**src/rtl/conv_window_gen_pkg.sv**
```systemverilog
// Shared conv-datapath definitions: 3x3 window geometry, default pixel width
// and the element packing order used by the window generator and adder tree.
package conv_window_gen_pkg;

    localparam int WIN_K   = 3;
    localparam int WIN_NUM = WIN_K * WIN_K;
    localparam int PIX_W   = 8;

    // Element index of window row r (0 = oldest) and column c (0 = oldest).
    function automatic int win_idx(input int r, input int c);
        return WIN_K * r + c;
    endfunction

endpackage

```
**src/rtl/conv_window_gen_line_buffer.sv**
```systemverilog
// One row of pixel storage, single address port. The write is synchronous and
// the read is combinational, so the old word is visible in the cycle it is overwritten.
module line_buffer #(
    parameter  int DEPTH = 28,
    parameter  int WIDTH = 8,
    localparam int AW    = (DEPTH > 1) ? $clog2(DEPTH) : 1
) (
    input  logic             clk,
    input  logic             we,
    input  logic [AW-1:0]    addr,
    input  logic [WIDTH-1:0] wdata,
    output logic [WIDTH-1:0] rdata
);

    logic [WIDTH-1:0] mem [DEPTH];

    // NOTE: storage has no reset; the row>=2 gate upstream keeps stale words from ever being emitted.
    always_ff @(posedge clk) begin
        if (we) begin
            mem[addr] <= wdata;
        end
    end

    assign rdata = mem[addr];

endmodule

```
**src/rtl/conv_window_gen.sv**
```systemverilog
// Streaming 3x3 window generator: two chained line buffers feed a 3x3 tap array,
// and each fully-interior neighbourhood is emitted as one packed bus.
module conv_window_gen
    import conv_window_gen_pkg::*;
#(
    parameter int IMG_W    = 28,
    parameter int IMG_H    = 28,
    parameter int IN_WIDTH = PIX_W,
    parameter int NUM      = WIN_NUM
) (
    input  logic                    clk,
    input  logic                    rst,
    input  logic                    in_valid,
    input  logic                    in_sof,
    input  logic [IN_WIDTH-1:0]     in_pixel,
    output logic                    out_valid,
    output logic                    out_last,
    output logic [NUM*IN_WIDTH-1:0] out_win
);

    localparam int CW = (IMG_W > 1) ? $clog2(IMG_W) : 1;
    localparam int RW = (IMG_H > 1) ? $clog2(IMG_H) : 1;

    logic [CW-1:0]           col_cnt, cur_col;
    logic [RW-1:0]           row_cnt, cur_row;
    logic [IN_WIDTH-1:0]     lb0_rd, lb1_rd;
    logic [IN_WIDTH-1:0]     tap     [WIN_K][WIN_K];
    logic [IN_WIDTH-1:0]     tap_nxt [WIN_K][WIN_K];
    logic [NUM*IN_WIDTH-1:0] win_nxt;
    logic                    win_hit, last_hit;

    // NOTE: every always_comb output gets a value on every path, so no latches are inferred.
    always_comb begin
        cur_col  = in_sof ? '0 : col_cnt;
        cur_row  = in_sof ? '0 : row_cnt;
        win_hit  = in_valid && (cur_row >= RW'(2)) && (cur_col >= CW'(2));
        last_hit = win_hit && (cur_row == RW'(IMG_H - 1)) && (cur_col == CW'(IMG_W - 1));

        for (int r = 0; r < WIN_K; r++) begin
            tap_nxt[r][0] = tap[r][1];
            tap_nxt[r][1] = tap[r][2];
        end
        tap_nxt[0][2] = lb1_rd;
        tap_nxt[1][2] = lb0_rd;
        tap_nxt[2][2] = in_pixel;

        win_nxt = '0;
        for (int r = 0; r < WIN_K; r++) begin
            for (int c = 0; c < WIN_K; c++) begin
                win_nxt[win_idx(r, c)*IN_WIDTH +: IN_WIDTH] = tap_nxt[r][c];
            end
        end
    end

    line_buffer #(.DEPTH(IMG_W), .WIDTH(IN_WIDTH)) u_lb0 (
        .clk   (clk),
        .we    (in_valid),
        .addr  (cur_col),
        .wdata (in_pixel),
        .rdata (lb0_rd)
    );

    // Row-1 data cascades into the second buffer, which then holds row-2.
    line_buffer #(.DEPTH(IMG_W), .WIDTH(IN_WIDTH)) u_lb1 (
        .clk   (clk),
        .we    (in_valid),
        .addr  (cur_col),
        .wdata (lb0_rd),
        .rdata (lb1_rd)
    );

    always_ff @(posedge clk) begin
        if (rst) begin
            col_cnt   <= '0;
            row_cnt   <= '0;
            out_valid <= 1'b0;
            out_last  <= 1'b0;
            out_win   <= '0;
            tap       <= '{default: '0};
        end else begin
            out_valid <= win_hit;
            out_last  <= last_hit;
            if (win_hit) begin
                out_win <= win_nxt;
            end
            if (in_valid) begin
                tap <= tap_nxt;
                if (cur_col == CW'(IMG_W - 1)) begin
                    col_cnt <= '0;
                    row_cnt <= (cur_row == RW'(IMG_H - 1)) ? '0 : cur_row + 1'b1;
                end else begin
                    col_cnt <= cur_col + 1'b1;
                    row_cnt <= cur_row;
                end
            end
        end
    end

endmodule

```
**config.mk**
```make
export PLATFORM = sky130hd
export DESIGN_NAME = conv_window_gen
export DESIGN_NICKNAME = d
export VERILOG_FILES = /design/src/rtl/conv_window_gen_pkg.sv /design/src/rtl/conv_window_gen_line_buffer.sv /design/src/rtl/conv_window_gen.sv
export SDC_FILE = /design/constraint.sdc
export NUM_CORES = 1
export LEC_CHECK = 0
export ABC_AREA = 1
export CAP_MARGIN = 20
export CORE_ASPECT_RATIO = 1.1
export CORE_UTILIZATION = 55
export CTS_CLUSTER_SIZE = 12
export DETAILED_ROUTE_END_ITERATION = 10
export GPL_ROUTABILITY_DRIVEN = 0
export PLACE_DENSITY_LB_ADDON = 0.1
export SLEW_MARGIN = 20
export SYNTH_ARGS = -nofsm -noshare
export SYNTH_HDL_FRONTEND = slang
export SYNTH_SLANG_ARGS = --single-unit
```
**constraint.sdc**
```tcl
create_clock -name clk -period 2.8 [get_ports clk]
set_input_delay 0.28 -clock clk [delete_from_list [all_inputs] [get_ports clk]]
set_output_delay 0.28 -clock clk [all_outputs]
set_load 0.03 [all_outputs]
```
==> flow_metrics.py, run 1 <==
metrics = {
    "synthesis": {
        "avgSynthCellArea_sq_um": 9.62,
        "synth_top_area_frac": 0.555,
        "syn_inst": 2519,
        "yosys_warnings": 0,
        "async_reset_ff_frac": 0,
        "synth_top_cell_by_area": "edfxtp_1",
        "synth_cell_type_count": 30,
        "synth_seq_cells": 580,
        "yosysSeqAreaShare": 0.664,
        "ys_top_cells_by_area": "edfxtp_1 56%, dfxtp_1 11%, nand2_1 7.8%",
        "syn-cell-area_sq_um": 24200,
        "synth_ff_type": "edfxtp_1",
        "syn_nets": 2535,
        "synth_edf_count": 448,
    },
    "pwr": {
        "switching_power_mw": 4.03,
        "power_density_nw_per_um2": 637,
        "sw_frac_of_total": 0.221,
        "cellInternalPower_mw": 14.2,
        "worst_ir_drop_vdd_v": 0.000500,
        "combPwrFrac": 0.066,
        "pwr-share-clk": 0.414,
        "leakage_nw": 11.8,
        "pwr-share-seq": 0.519,
    },
    "worst_setup_path": {
        "critPathCaptureType": "flop",
        "cp.required_ns": 3.14,
        "reg2reg_setup_slack_ns": 0.49,
        "reg2reg_to": "u_lb1.mem[2][5]",
        "critPathMaxFanout": 28,
        "r2r_start": "col_cnt[0]",
        "worst_r2r_path_depth": 10,
        "cp.arrival_ns": 2.65,
        "startpoint_type": "flop",
        "critPathKind": "reg -> reg",
    },
    "floorplanning": {
        "initial_utilization": 0.558,
        "core_sq_um": 43400,
        "rows": 80,
        "fp.dieH_microns": 222,
        "die_w_microns": 202,
        "ios": 86,
        "die_area_sq_um": 44900,
    },
    "flow_run": {
        "drv_cap": 0,
    },
    "final_layout": {
        "layout_common_cells": "504 x nand2_1, 461 x nor2_1, 448 x edfxtp_1",
        "layoutNonFillerInstCount": 3280,
        "nets": 2678,
        "antenna_cells": 0,
        "utilization": 0.659,
        "layout_commonest_cell": "nand2_1",
        "drive_gt1_frac": 0.0868,
        "area_growth_pct": 18.1,
    },
    "clock_tree": {
        "post_cts_buffers": 0,
        "insertion_delay_ns": 0.62,
        "clkSinkCount": 580,
        "clk_pin_slew_ns": 0.06,
        "cts_tree": "done",
        "htree_levels": 2,
        "hold_buffers": 0,
        "ctsResizeCount": 0,
        "ctsLongestPathBuffers": 3,
        "cts_buffers": 58,
        "cts_root_buffer": "clkbuf_16",
    },
    "placed_design": {
        "hpwl_microns": 37500,
        "port_buffers": 85,
        "dp.cells": 3176,
    },
    "route": {
        "wirelength_microns": 62900,
        "route.detailed.drc": 0,
        "drt-vias-per-instance": 5.33,
        "drt_iter0_drc": 1438,
        "first_pass_iters": 5,
        "vias": 17493,
        "drtAntennaViolNets": 0,
        "wl_per_cell_microns": 19.2,
    },
    "sta": {
        "report.final.hold_viol_count": 0,
        "finalMaxSlewViolations": 0,
        "fin_setup_tns_ns": 0,
        "maxSlewHeadroom": 0.574,
        "tightest_slew_ns": 0.639,
        "layout_min_cycle_time_ns": 2.31,
        "setup_viol": 0,
        "finalCritPeriodShare": 0.825,
        "fin_skew_ns": 0.0119,
        "max_freq_mhz": 433,
        "rsz0062_at_grt": "false",
    },
    "run_status": {
        "status": "completed",
    },
    "global_route": {
        "grt_pass1_vias": 16822,
        "grt_max_degree": 96,
        "grt_pass1_wl_microns": 96900,
        "antenna_found_initial": 1,
        "grt-ovfl-total": 0,
        "groute.usage.overall": 0.286,
    },
    "worst_hold_path": {
        "whs_path_depth": 4,
        "hold_path_class": "in -> reg",
        "hold_path.startpoint": "in_valid",
        "min_to": "tap[27]",
    },
}
final cells by class:
type                            count  area (sq um)
Inverter                          341          1280
Multi-Input combinational cell   1467          6260
Fill cell                        3468         14800
Clock inverter                      6          52.6
Tap cell                          574           718
Clock buffer                       98          1800
Sequential cell                   580         16100
Timing Repair Buffer              214          2400
per-layer routing:
metal	GRT usage	routed length [microns]	up-vias
li1	-	-	8413
met1	0.395	26600	8308
met2	0.460	29600	661
met3	0.0426	4540	111
met4	0.104	2160	0
met5	0	0	-
critical path: stages (launching register included):
cell	delay, ns
dfxtp_4	0.41
nand2_4	0.08
buf_12	0.18
buf_4	0.22
o21ai_0	0.21
o21ai_0	0.17
nand2_1	0.10
nand2_1	0.05
nor2_1	0.26
nand2_1	0.12
buf_4	0.21
how the worst max path moves through the flow:
stage | endpoint | start | depth (start not counted)
final | u_lb1.mem[2][5] | col_cnt[0] | 10
after floorplan | u_lb0.mem[27][0] | col_cnt[0] | 8
after CTS | u_lb1.mem[11][5] | col_cnt[0] | 10
after global routing | out_win[38] | col_cnt[1] | 10
after detailed placement | out_win[38] | in_sof | 12
after global placement | u_lb1.mem[4][3] | in_sof | 13
cell families after synthesis:
group	after synthesis	synth area share
and+or+nand+nor	1200	0.201
AOI/OAI and AO/OA	261	0.0543
adders and majority gates	4	0.00207
DFF	580	0.664
buffers and inverters	472	0.0778
xor gates and xnor gates	2	0.000723
flip-flops by register name, summed over array words and instances (netlist names):
| register | cells |
|---|---|
| u_lb1.mem | 224 |
| out_last | 1 |
| out_win | 72 |
| col_cnt | 5 |
| u_lb0.mem | 224 |
| out_valid | 1 |
| row_cnt | 5 |
| tap | 48 |
Yosys cell counts, types with 4 or more instances:
library cell    n
a21oi_1        89
buf_1           8
buf_2          60
buf_4           6
clkbuf_1       54
dfxtp_1       132
edfxtp_1      448
ha_1            4
inv_1         332
inv_2           9
nand2_1       505
nand3_1       214
nor2_1        461
o21ai_0       168
power by group through the flow:
stage,combinational (mW),clock (mW),sequential (mW)
after global routing,1.32,7.98,9.47
final,1.21,7.55,9.46
after floorplan,0.605,0,9.67
after detailed placement,1.20,0,9.65
after CTS,1.21,7.64,9.46
after global placement,1.18,0,9.64
metrics by stage:
stage               hold slack (ns)  setup WS (ns)  instance area (sq um)  power (mW)
floorplan                     0.379          0.241                  24200        10.3
global placement              0.461         0.0135                  26800        10.8
detailed placement            0.470        0.00334                  26800        10.8
CTS                          0.0956          0.539                  28600        18.3
global route                  0.126          0.377                  28600        18.8
finish                        0.131          0.489                  28600        18.2
Power figures use the tool's default switching activity.
==> run 2, diff against run 1 <==
--- a/config.mk
+++ b/config.mk
@@ -8,7 +8,7 @@
 export ABC_AREA = 1
 export CAP_MARGIN = 20
 export CORE_ASPECT_RATIO = 1.1
-export CORE_UTILIZATION = 55
+export CORE_UTILIZATION = 60
 export CTS_CLUSTER_SIZE = 12
 export DETAILED_ROUTE_END_ITERATION = 10
 export GPL_ROUTABILITY_DRIVEN = 0
==> constraint.sdc (replaced) <==
create_clock -name clk -period 2.15 [get_ports clk]
set_input_delay 0.215 -clock clk [delete_from_list [all_inputs] [get_ports clk]]
set_output_delay 0.215 -clock clk [all_outputs]
set_load 0.03 [all_outputs]
==> flow_metrics.py, run 2 (synthesized netlist as in run 1, its figures left out) <==
metrics = {
    "clock_tree": {
        "hold_buffers": 0,
        "cts_tree": "done",
        "ctsLongestPathBuffers": 3,
        "cts_root_buffer": "clkbuf_16",
        "clkSinkCount": 580,
        "clk_pin_slew_ns": 0.06,
        "htree_levels": 2,
        "cts_buffers": 57,
        "insertion_delay_ns": 0.62,
    },
    "sta": {
        "max_freq_mhz": 457,
        "maxSlewHeadroom": 0.601,
        "report.final.hold_viol_count": 0,
        "layout_min_cycle_time_ns": 2.19,
        "finalMaxSlewViolations": 0,
        "tightest_slew_ns": 0.599,
        "worst_slack_ns": -0.0379,
        "rsz0062_at_grt": "true",
        "fin_skew_ns": 0.0143,
        "setup_viol": 99,
        "finalCritPeriodShare": 1.02,
    },
    "placed_design": {
        "port_buffers": 85,
        "hpwl_microns": 41100,
    },
    "final_layout": {
        "top_regs": "u_lb0.mem (224), u_lb1.mem (224), out_win (72)",
        "layout_common_cells": "494 x nand2_1, 448 x edfxtp_1, 420 x nor2_1",
        "nets": 2766,
        "utilization": 0.747,
        "n_fill_cell": 2669,
        "layout_commonest_cell": "nand2_1",
        "area_growth_pct": 21.8,
        "antenna_cells": 0,
        "drive_gt1_frac": 0.134,
    },
    "route": {
        "wirelength_microns": 65700,
        "wl_per_cell_microns": 20.0,
        "first_pass_iters": 5,
        "drt_iter0_drc": 2064,
        "drt-vias-per-instance": 5.56,
        "vias": 18272,
        "drtAntennaViolNets": 0,
        "route.detailed.drc": 0,
    },
    "worst_setup_path": {
        "startpoint_type": "flop",
        "critPathCaptureType": "flop",
        "cp.required_ns": 2.50,
        "critPathMaxFanout": 16,
        "critPathKind": "reg -> reg",
        "cp.arrival_ns": 2.54,
    },
    "floorplanning": {
        "die_w_microns": 194,
        "ios": 86,
        "die_area_sq_um": 41200,
        "core_sq_um": 39500,
        "fp.dieH_microns": 213,
        "rows": 76,
        "initial_utilization": 0.614,
    },
    "pwr": {
        "power_density_nw_per_um2": 790,
        "worst_ir_drop_vdd_v": 0.000867,
        "leakage_nw": 12.2,
        "p_total_mw": 23.3,
    },
    "global_route": {
        "grt_pass1_vias": 17362,
        "grt-ovfl-total": 0,
        "groute.usage.overall": 0.319,
        "grt_max_degree": 62,
        "antenna_found_initial": 1,
        "grt_pass1_wl_microns": 98700,
    },
    "flow_run": {
        "drv_cap": 0,
    },
    "run_status": {
        "status": "finished with violations",
        "violations": "setup timing",
    },
    "worst_hold_path": {
        "hold_path_class": "in -> reg",
    },
}
[run 2: changes by cell type in the layout (fill, tap and decap cells not counted), sizes merged]
cell / before / now
buf: 130 / 215
bufbuf: 0 / 1
bufinv: 1 / 2
clkbuf: 98 / 83
clkinv: 5 / 8
inv: 341 / 342
[run 2: layer usage]
layer / GRT usage / vias to the layer above / part of all wire
met5: 0 / - / 0.00018
met4: 0.144 / 2 / 0.046
met3: 0.0474 / 174 / 0.086
met2: 0.528 / 925 / 0.48
met1: 0.422 / 8595 / 0.39
li1: - / 8576 / -
[run 2: final cells by class]
cell class | instances | area [sq um] | share of cell area
timing repair buffer | 303 | 3300 | 0.112
inverter | 341 | 1280 | 0.0435
multi-input combinational | 1467 | 6500 | 0.221
tap | 507 | 634 | 0.0215
clock buffer | 80 | 1580 | 0.0534
sequential | 580 | 16100 | 0.546
clock inverter | 11 | 98.8 | 0.00335
[run 2: per-stage QoR]
step / std cells / TNS [ns] / area [sq um] / setup WS [ns] / hold slack (ns)
2_1_floorplan: 2519 / -45.11 / 24300 / -0.149 / 0.314
3_5_place_dp: 3184 / -367.26 / 27400 / -0.975 / 0.470
4_1_cts: 3279 / -0.0375 / 29200 / -0.00609 / 0.0382
6_report: 3289 / -1.23 / 29500 / -0.0379 / 0.0745
3_3_place_gp: 3184 / -353.98 / 27400 / -0.979 / 0.461
5_1_grt: 3289 / -19.89 / 29500 / -0.167 / 0.0770
[run 2: critical path: stages (launching register included)]
cell and delay, ns:
dfxtp_4 0.44, inv_2 0.06, nor2_4 0.20, buf_12 0.23, buf_4 0.14, nand2_1 0.06, nand3_1 0.12, nand2_1 0.10
nand2_1 0.09, nand2_1 0.07, inv_2 0.11, nand3_2 0.09, buf_4 0.20
[run 2: path summary, 6_finish.rpt]
kind | startpoint | depth (start not counted) | slack (ns) | to
max reg2reg | col_cnt[0] | 12 | -0.04 | u_lb1.mem[9][7]
min reg2reg | out_win[52] | 2 | 0.48 | out_win[52]
max | col_cnt[0] | 12 | -0.04 | u_lb1.mem[9][7]
min | in_valid | 2 | 0.07 | col_cnt[1]
[run 2: repair_timing]
item                       CTS  global route
setup endpoints to repair  203           363
buffers inserted             3             8
pin swaps                    3             6
resized for setup           20            37
cloned                       1             3
[run 2: power breakdown]
group,total (mW),switching (mW),internal (mW)
clock,9.25,3.99,5.26
sequential,12.3,0.0569,12.3
combinational,1.73,1.16,0.568
==> run 3, diff against run 2 <==
--- a/config.mk
+++ b/config.mk
@@ -6,7 +6,6 @@
 export NUM_CORES = 1
 export LEC_CHECK = 0
 export ABC_AREA = 1
-export CAP_MARGIN = 20
 export CORE_ASPECT_RATIO = 1.1
 export CORE_UTILIZATION = 60
 export CTS_CLUSTER_SIZE = 12
==> results of run 3 <==
The final DEF is identical to that of run 2; final timing and power are the same.
